### src/rtl/dpram_arbiter.sv
// Two-requester front end for a true dual-port RAM. Same-address accesses involving a
// write are serialised under a toggling priority; all other traffic goes through in parallel.
module dpram_arbiter #(
    parameter int AW = 4,
    parameter int DW = 8,
    parameter int CW = 8
) (
    input  logic          clk,
    input  logic          rst,
    input  logic          req_a,
    input  logic          req_b,
    input  logic          wr_a,
    input  logic          wr_b,
    input  logic [AW-1:0] addr_a,
    input  logic [AW-1:0] addr_b,
    input  logic [DW-1:0] wdata_a,
    input  logic [DW-1:0] wdata_b,
    output logic          gnt_a,
    output logic          gnt_b,
    output logic [DW-1:0] rdata_a,
    output logic [DW-1:0] rdata_b,
    output logic          rvalid_a,
    output logic          rvalid_b,
    output logic          ram_we_a,
    output logic          ram_re_a,
    output logic          ram_we_b,
    output logic          ram_re_b,
    output logic [AW-1:0] ram_add_a,
    output logic [AW-1:0] ram_add_b,
    output logic [DW-1:0] ram_data_a,
    output logic [DW-1:0] ram_data_b,
    input  logic [DW-1:0] ram_out_a,
    input  logic [DW-1:0] ram_out_b,
    output logic [CW-1:0] conflict_cnt,
    output logic          pri_b
);

    typedef enum logic [0:0] {
        PRI_A = 1'b0,
        PRI_B = 1'b1
    } pri_state_t;

    pri_state_t    state_q;
    pri_state_t    state_d;
    logic [CW-1:0] cnt_q;
    logic [CW-1:0] cnt_d;
    logic          rvalid_a_q;
    logic          rvalid_a_d;
    logic          rvalid_b_q;
    logic          rvalid_b_d;
    logic          conflict_s;
    logic          gnt_a_s;
    logic          gnt_b_s;

    function automatic logic [CW-1:0] sat_inc(input logic [CW-1:0] v);
        if (v == {CW{1'b1}}) begin
            sat_inc = v;
        end else begin
            sat_inc = v + CW'(1);
        end
    endfunction

    // Conflict detection and grant generation; reset holds every grant low.
    always_comb begin
        conflict_s = req_a & req_b & (addr_a == addr_b) & (wr_a | wr_b);
        gnt_a_s    = 1'b0;
        gnt_b_s    = 1'b0;
        if (!rst) begin
            gnt_a_s = 1'b0;
            gnt_b_s = 1'b0;
        end else if (conflict_s) begin
            case (state_q)
                PRI_A:   gnt_a_s = 1'b1;
                PRI_B:   gnt_b_s = 1'b1;
                default: gnt_a_s = 1'b1;
            endcase
        end else begin
            gnt_a_s = req_a;
            gnt_b_s = req_b;
        end
    end

    // Priority hands over to the loser of each conflict; counter saturates.
    always_comb begin
        state_d    = state_q;
        cnt_d      = cnt_q;
        rvalid_a_d = gnt_a_s & ~wr_a;
        rvalid_b_d = gnt_b_s & ~wr_b;
        if (rst && conflict_s) begin
            cnt_d = sat_inc(cnt_q);
            case (state_q)
                PRI_A:   state_d = PRI_B;
                PRI_B:   state_d = PRI_A;
                default: state_d = PRI_A;
            endcase
        end else begin
            state_d = state_q;
            cnt_d   = cnt_q;
        end
    end

    // State registers; reset also discards any read return still in flight.
    always_ff @(posedge clk or negedge rst) begin
        if (!rst) begin
            state_q    <= PRI_A;
            cnt_q      <= {CW{1'b0}};
            rvalid_a_q <= 1'b0;
            rvalid_b_q <= 1'b0;
        end else begin
            state_q    <= state_d;
            cnt_q      <= cnt_d;
            rvalid_a_q <= rvalid_a_d;
            rvalid_b_q <= rvalid_b_d;
        end
    end

    assign gnt_a        = gnt_a_s;
    assign gnt_b        = gnt_b_s;
    assign ram_we_a     = req_a & gnt_a_s & wr_a;
    assign ram_re_a     = req_a & gnt_a_s & ~wr_a;
    assign ram_we_b     = req_b & gnt_b_s & wr_b;
    assign ram_re_b     = req_b & gnt_b_s & ~wr_b;
    assign ram_add_a    = addr_a;
    assign ram_add_b    = addr_b;
    assign ram_data_a   = wdata_a;
    assign ram_data_b   = wdata_b;
    assign rvalid_a     = rvalid_a_q;
    assign rvalid_b     = rvalid_b_q;
    assign rdata_a      = rvalid_a_q ? ram_out_a : {DW{1'b0}};
    assign rdata_b      = rvalid_b_q ? ram_out_b : {DW{1'b0}};
    assign conflict_cnt = cnt_q;
    assign pri_b        = (state_q == PRI_B);

endmodule

### config.mk
export PLATFORM = sky130hd
export DESIGN_NAME = dpram_arbiter
export DESIGN_NICKNAME = d
export VERILOG_FILES = /design/src/rtl/dpram_arbiter.sv
export SDC_FILE = /design/constraint.sdc
export NUM_CORES = 1
export LEC_CHECK = 0
export ABC_AREA = 1
export CAP_MARGIN = 20
export CORE_ASPECT_RATIO = 0.6
export CORE_MARGIN = 8
export CORE_UTILIZATION = 33
export CTS_BUF_LIST = sky130_fd_sc_hd__clkbuf_4 sky130_fd_sc_hd__clkbuf_8
export CTS_CLUSTER_DIAMETER = 200
export DETAILED_ROUTE_END_ITERATION = 7
export GPL_TIMING_DRIVEN = 0
export PLACE_DENSITY = 0.88
export SYNTH_ARGS = -nofsm -noshare
export SYNTH_HDL_FRONTEND = slang
export SYNTH_SLANG_ARGS = --single-unit
### constraint.sdc
create_clock -name clk -period 2 [get_ports clk]
set_clock_uncertainty 0.1 [all_clocks]
set_input_delay 0.4 -clock clk [delete_from_list [all_inputs] [get_ports clk]]
set_output_delay 0.4 -clock clk [all_outputs]
set_load 0.02 [all_outputs]
; After elaboration in Yosys (flattened, before gate mapping)
; Index checks and enable logic that the tools add are counted.
[word_totals]
ff_bits = 11
latchBits = 0
ram_bits = 0
rom_bits = 0
input_bits = 46
out_inout_bits = 57
word_cells = 34
mem_count = 0
[op_classes]
add_sub_neg = 1
multipliers = 0
n_div = 0
n_lt_le_gt_ge = 0
n_eq_ne = 2
n_shift = 0
n_mux = 9
n_bitwise = 16
reduce_logical = 2
[op_table]
columns = cell, n
row1 = $mux 8, 2
row2 = $and 1x1->1, 11
row3 = $add 8x1->8 const B, 1
row4 = $eq 8x8->1 const B, 1
row5 = $mux 1, 6
row6 = $eq 4x4->1, 1
row7 = $not 1->1, 4
row8 = $pmux 1 s2, 1
row9 = $reduce_and 2->1, 1
row10 = $logic_and 1x1->1, 1
row11 = $or 1x1->1, 1

; Depth between registers and ports, before layout
; Gate-level depths: netlist (run 1).
[depth]
depth_word = 7
ltp_mapped = 9
depth_no_buf = 8

; Worst setup path before layout (run 1)
; OpenSTA, ideal clock, no wires.
[synth_timing]
kind = input port to output port
from = in wr_b
to = out ram_re_a
t_arrival_ns = 1.112
required_ns = 1.500
setup_slack_ns = 0.388
cell_stages = 7
n_path_buf = 0
path_cell_list = nor2_1 > nor2_1 > nand3_1 > nor2_4 > nand2_1 > nand2_1 > nor2_1
[synth_between]
elab_chain_len = 6
[synth_lines]
columns = item, line
row1 = from (decl), 13  ; input logic wr_b,
row2 = $or 1x1->1, 65  ; conflict_s = req_a & req_b & (addr_a == addr_b) & (wr_a | wr_b);
row3 = $and 1x1->1, 65
row4 = $mux 1, 71  ; end else if (conflict_s) begin
row5 = $mux 1, 68  ; if (!rst) begin
row6 = $and 1x1->1 (2 in series), 120  ; assign ram_re_a = req_a & gnt_a_s & ~wr_a;
row7 = to (decl), 25  ; output logic ram_re_a,
; No other way between the ends.

; Final worst setup path (run 1)
[layout_timing]
from = in addr_b[0]
to = out ram_re_b
[layout_between]
elab_chain_len = 7
[layout_lines]
columns = item, line
row1 = from (decl), 15  ; input logic [AW-1:0] addr_b,
row2 = $eq 4x4->1, 65
row3 = $and 1x1->1 (2 in series), 65
row4 = $mux 1, 71
row5 = $mux 1, 68
row6 = $and 1x1->1 (2 in series), 122  ; assign ram_re_b = req_b & gnt_b_s & ~wr_b;
row7 = to (decl), 27  ; output logic ram_re_b,
; No other way between the ends.

==> results of run 1 <==
-- Yosys cell counts --
cell / n / area share (%)
nand3_1: 4 / 1.9
ha_1: 1 / 1.2
dfrtp_1: 11 / 26
nand2_1: 59 / 21
nand3b_1: 2 / 1.4
buf_6: 1 / 1.1
xor2_1: 1 / 0.82
clkbuf_1: 3 / 1.1
nand4_4: 1 / 2.0
nand3_2: 1 / 0.94
nand2_2: 1 / 0.59
nand4_1: 9 / 5.3
xnor2_1: 3 / 2.5
buf_4: 24 / 17
nor2_4: 2 / 2.1
inv_1: 33 / 12
nor2_1: 10 / 3.5
o21ai_0: 1 / 0.47
-- repair_timing --
item | 4_1_cts | 5_1_grt
pin swaps | 7 | 7
setup endpoints to repair | 30 | 6
buffers inserted | 2 | 1
gates resized for setup | 61 | 6
-- worst register-to-register path, delay by kind of cell (launching register included) --
family                   cells  cell delay (ns)
adder cells (fa/ha/maj)      1             0.26
buffers and inverters        1             0.08
flip-flops                   1             0.43
AND/OR/NAND/NOR              5             0.61
-- flip-flops by register name, indices dropped and copies added (netlist names) --
signal        count
pri_b             1
rvalid_a          1
conflict_cnt      8
rvalid_b          1
-- cell type report --
class                      count  area, um2  share of cell area [%]
inverter                      33        124                    6.16
clock buffer                   4       48.8                    2.43
multi-input combinational     95        478                    23.8
tap                           45       56.3                    2.80
buffer                        26        195                    9.71
timing repair buffer          89        832                    41.4
sequential                    11        275                    13.7
-- worst paths after layout --
path | cells past startpoint | slack [ns] | to | from
min in group clk | 2 | 0.39 | rvalid_b | wr_b
setup / recovery | 8 | 0.07 | ram_re_b | addr_b[0]
hold reg to reg | 2 | 0.45 | conflict_cnt[1] | conflict_cnt[1]
hold / removal | 1 | 0.06 | conflict_cnt[5] | rst
setup reg to reg | 7 | 0.41 | conflict_cnt[4] | conflict_cnt[0]
max in group asynchronous | 1 | 1.49 | conflict_cnt[7] | rst
-- power by group --
| part | switching [mW] | internal [mW] | total, mW | leakage, nW |
|---|---|---|---|---|
| Clock | 0.0771 | 0.153 | 0.230 | 0.0262 |
| Combinational | 0.147 | 0.169 | 0.316 | 1.02 |
| Sequential | 0.0199 | 0.236 | 0.256 | 0.151 |
| Total | 0.244 | 0.558 | 0.803 | 1.20 |
-- kinds of logic after synthesis --
kind of cell | Yosys count | share of synthesized area (%)
xor+xnor | 4 | 3.29
fa+ha+maj | 1 | 1.17
flops | 11 | 25.9
buf+inv | 61 | 30.7
simple gates | 89 | 38.5
compound gates | 1 | 0.470
-- routing by layer --
| metal | vias to the layer above | part of all wire (%) |
|---|---|---|
| met5 | - | 0 |
| li1 | 654 | - |
| met3 | 3 | 13 |
| met1 | 551 | 39 |
| met4 | 0 | 0.22 |
| met2 | 51 | 47 |
-- stage by stage --
step                      hold WS, ns  total power, mW  setup slack [ns]
after detailed placement        0.432            0.591            -0.851
after CTS                      0.0680            0.809           0.00816
after global placement          0.409            0.584            -0.777
final                          0.0560            0.803            0.0747
after global routing           0.0756            0.847          -0.00564
after floorplan               0.00441            0.405             0.388
==> results list, run 1 <==
- Synthesized instance count: 167
- Counting every sink on the clock net gives 11.
- For this design, the CTS-stage hold fixing added 0 buffers.
- The die covers 0.00536 mm2.
- Area of the mapped netlist: 0.00106 mm2
- Yosys reg bits: 11
* Number of buffers and inverters on the critical path: 2
- Areal power density over the cells: 399 mW/mm2
- Entering global routing, the biggest net connects 16 pins.
- Gr ovfl total: 0
* Mean number of vias per cell: 4.16
- Filler cell count in the final layout: 291
* Distinct cells, synth: 18
- Maximum fanout along the worst path: 4
* Cell with the largest stage delay on the worst path: dlygate4sd2_1
- Port buffering added 86 buffers.
- Number of core rows: 16
* Clock latency on the worst-skew pair: 0.23 ns
* First-iteration detailed-routing DRC count: 45
- DP Area: 0.00198 mm2
- Die height: 60 um
* Slew @ Worst Pin: 0.430 ns
- Inserted Clock Buffers: 3
* Final net count: 306
- For this run, global-route usage on met3 was measured as 5.08%.
- In the finished design, the share of the clock period the worst path needs comes to 96.3%.
- Most utilized layer in the global route result: met2
* Global routing usage on met1: 14.9%
- In this design, the critical path's most frequently occurring cell is nand2_2.
* Critical Setup Path Class: input port to output port
* Finished layout cell area: 0.00201 mm2
- STA classifies the critical path startpoint as an input port.
- The number of antenna violations at the first check in global routing was 0.
- DRT Pass-1 Iters: 4
- In this run the remaining antenna-violating nets after routing total 0.
* Count of warnings emitted by yosys: 0
- Compared with the post-synthesis result, the final layout area differs by 88.7%.
* # DRC: 0
* Via count: 1259
- 103 I/O pins were placed.
* Nature of the critical path endpoint: output port
* Leakage power figure: 1.20 nW
- Summing the sequential cell areas from Yosys gives 25.9% of the chip area.
* TNS Setup: 0 ns
* Worst IR Drop VDD: 0.000356 V
* Crit path DAT: 1.43 ns
- Number of global-route vias before repair: 1196
* Hold Crit Class: input port to asynchronous set/reset pin
- Routability congestion estimate: 0.791
* Finish-stage setup viols: 0
- Outcome: complete, no violations
- M2 GR Usage: 23.6%
- Count of max-cap constraint violations: 0
- Initial Util: 33.7%
* Worst EP required: 1.50 ns
- Measured on the finished design, the core utilization comes to 63.5%.
- Commonest non-fill, non-tap cells in the layout: nand2_1, clkdlybuf4s50_1, inv_1
- The number of pins with negative max-slew slack in the final report came to 0.
- The first global-routing pass estimated 5580 um of wire.
* Post-detailed-route wirelength per cell: 12.3 um
- Reg clk slew, reported paths: 0.05 ns
- Min cycle time layout: 1.93 ns
- TritonCTS built the clock tree.
- Based on the critical path, the design can be clocked at up to 0.519 GHz.
* Routed Wire Length: 3720 um
- Post-Synthesis Mean Instance Area: 6.38 um2
* Finished Layout Cells: 303
- The number of placed instances, taps included, is 298.
- The largest single stage delay on the critical path is 0.26 ns.
- The die is 89.3 um wide.
- Detail Placement HPWL: 3260 um
* Antenna Cells: 0
- Critical path cell sequence: dlygate4sd2_1 -> xnor2_1 -> nand3_2 -> nor2_4 -> nand2_2 -> nand2_2 -> nor2_1 -> buf_4
- In the final layout, the share of cells above drive strength 1 is 19.0%.
- The library cell used most frequently in the layout, excluding fill and tap cells, is nand2_1.
- Cell family contributing the most delay on the critical path: simple AND/OR/NAND/NOR gates
- Overall global routing resource usage: 13.2%
* Synthesized net count: 214
* Fin. Hold Viols: 0
- Max-Slew Margin vs Limit: 71.3%
* Area of the core: 0.00316 mm2
- Root Driver: clkbuf_8
* Maximum level of the CTS H-tree: 1
- Clock Tree Buf Depth: 2
(Power assumes the default switching activity.)
==> inputs of run 2 (changes only) <==
- CORE_MARGIN: 8 -> not set
==> results list, run 2 (same netlist as run 1, synthesis figures left out) <==
- Outcome: complete, no violations
* Hold Crit Class: input port to asynchronous set/reset pin
- Critical Setup Path Class: input port to output port
- Routed Wire Length: 3230 um (-13%)
* Width of the die: 75.3 um (-16%)
- The number of primary I/O pins was 103 (unchanged).
* Number of max-slew violations in the final report: 0 (unchanged)
- Commonest non-fill, non-tap cells in the layout: nand2_1, clkdlybuf4s50_1, inv_1
* Worst IR Drop VDD: 0.000387 V (+8.6%)
- The first-pass GRT wire length came to 4540 um (-19%).
- Final net count: 307 (+0.33%)
- Die height: 46 um (-23%)
- # DRC: 0 (unchanged)
- CP most frequent cell: nand2_2
- Fin. Hold Viols: 0 (unchanged)
* TritonCTS clock tree: built
- First-iteration detailed-routing DRC count: 31 (-31%)
* Antenna Cells: 0 (unchanged)
* Via count: 1265 (+0.48%)
* Clock latency on the worst-skew pair: 0.24 ns (about the same)
* Clock Tree Buf Depth: 2 (unchanged)
* Initial Util: 35.9% (+2.2 points)
* Routability congestion estimate: 0.811 (+2.5%)
- The maximum frequency from static timing analysis came to 0.518 GHz (-0.20%).
- The relative slew slack came to 72.7% (+1.4 points).
- Worst reg2reg endpoint: conflict_cnt[2]
- The total power consumption of the routed design came to 0.810 mW (+0.94%).
* Inserted Clock Buffers: 3 (unchanged)
- R2R cell count: 7 (unchanged)
* Clk sink count: 11 (unchanged)
- The proportion of layout cells with a drive suffix above 1 is 20.5% (+1.5 points).
* Number of core rows: 15 (-1)
- The post-placement cell area was 0.00198 mm2 (-0.19%).
* Mean number of vias per cell: 4.20 (+1.1%)
- Number of buffers inserted for hold repair after clock tree synthesis: 0 (unchanged)
* Post-detailed-route wirelength per cell: 10.7 um (-13%)
* Crit path DAT: 1.43 ns (about the same)
* Slew @ Worst Pin: 0.410 ns (-0.0204 ns)
- The tree is rooted in a clkbuf_8.
* Input/output buffers: 86 (unchanged)
- Maximum fanout along the worst path: 4 (unchanged)
- The number of H-tree levels was 1 (unchanged).
- The sum of net half-perimeters after detailed placement came to 2680 um (-18%).
- The shortest period the worst path allows is 1.93 ns (+0.00386 ns).
- Critical path cell sequence: dlygate4sd2_1 -> nand2_1 -> nand4_1 -> nor2_4 -> nand2_2 -> nand2_2 -> nor2_1 -> buf_2
- The library cell used most frequently in the layout, excluding fill and tap cells, is nand2_1.
- Area of the core: 0.00297 mm2 (-6.3%)
- Maximum number of pins on one net before global-route repair: 16 (unchanged)
- The length of the first detailed-routing pass in iterations is 4 (unchanged).
* Leakage power figure: 1.20 nW (+0.74%)
- Startpoint of the worst-slack reg-to-reg timing path: conflict_cnt[0]
- The worst-case register-to-register setup slack came to 0.38 ns (-0.03 ns).
- The max-capacitance violation count was 0 (unchanged).
- STA classifies the critical path endpoint as an output port.
- Overall global routing resource usage: 18.0% (+4.8 points)
- The final global-route overflow total came to 0 (unchanged).
- The final-layout fill cell count came to 273 (-6.2%).
* Kind of start point of the critical path: input port
- The number of nets still failing antenna checks after routing was 0 (unchanged).
* Area enclosed by the die boundary: 0.00347 mm2 (-35%)
- The period utilization is 96.5% (+0.19 points).
- Cell with the largest stage delay on the worst path: dlygate4sd2_1
- Reg clk slew, reported paths: 0.05 ns (about the same)
- The flip-flop count of the largest register after layout came to 8 (unchanged).
* Finish-stage setup viols: 0 (unchanged)
- The final design instance area without fill is 0.00201 mm2 (unchanged).
- The area growth from synthesis to layout was 88.7% (unchanged).
- The data required time of the critical path came to 1.50 ns (about the same).
- Initial antenna violation count: 0 (unchanged)
- Areal power density over the cells: 403 mW/mm2 (+0.94%)
- The number of global-route vias before repair is 997 (-17%).
- Max incr delay on CP: 0.25 ns (about the same)
-- run 2: cell types whose count changed in the layout (fill, tap and decap cells not counted), sizes merged --
| cell | change |
|---|---|
| dlygate4sd2 | -1 |
| buf | +1 |
| clkdlybuf4s15 | -1 |
| clkbuf | +2 |
-- run 2: metal layers --
layer / vias up / GRT usage [%] / routed length, um
met1: 556 / 22.9 / 1330
met3: 2 / 6.42 / 333
met4: 0 / 3.33 / 10
li1: 658 / - / -
met2: 49 / 30.0 / 1550
met5: - / 0 / 0
-- run 2: power by group --
part | leakage, nW | switching (mW) | internal, mW
Combinational | 1.03 | 0.145 | 0.169
Clock | 0.0262 | 0.0861 | 0.154
Sequential | 0.151 | 0.0201 | 0.236
Total | 1.20 | 0.251 | 0.559
-- run 2: stage by stage --
step           TNS, ns  hold WS [ns]  worst slack, ns  utilization (%)  std cells
6_report             0        0.0519           0.0708             67.8        301
5_1_grt        -0.0914        0.0664          -0.0249             67.8        301
4_1_cts              0        0.0589           0.0159             66.9        299
3_5_place_dp     -7.53         0.424           -0.826             66.7        295
3_3_place_gp     -6.62         0.420           -0.778             66.7        295
2_1_floorplan        0       0.00441            0.388                -        167
-- run 2: final cells by class --
class / instances / area (um2) / area share [%]
well taps: 42 / 52.6 / 2.62
clock buffers: 4 / 48.8 / 2.43
plain buffers: 26 / 195 / 9.71
flip-flops and latches: 11 / 275 / 13.7
multi-input cells: 95 / 485 / 24.2
inverters: 33 / 124 / 6.16
repair buffers: 90 / 828 / 41.2
-- run 2: worst max-delay path: cells and delay by family --
kind,cells,cell delay [ns]
AND/OR/NAND/NOR,6,0.62
buffers and inverters,2,0.41
-- run 2: how the worst max path moves through the flow --
stage          startpoint  endpoint  slack [ns]  cells past startpoint
4_1_cts              wr_b  ram_re_b        0.02                      9
3_5_place_dp          rst  ram_we_a       -0.83                      6
3_3_place_gp          rst  ram_we_b       -0.78                      6
6_report        addr_a[3]  ram_re_a        0.07                      8
2_1_floorplan        wr_b  ram_re_a        0.39                      7
5_1_grt         addr_b[0]  ram_we_a       -0.02                      8
-- run 2: repair_timing --
action	4_1_cts	5_1_grt
gates cloned	0	0
pin swaps	7	7
endpoints found under the setup margin	30	6
setup buffers	2	2
resized for setup	59	11
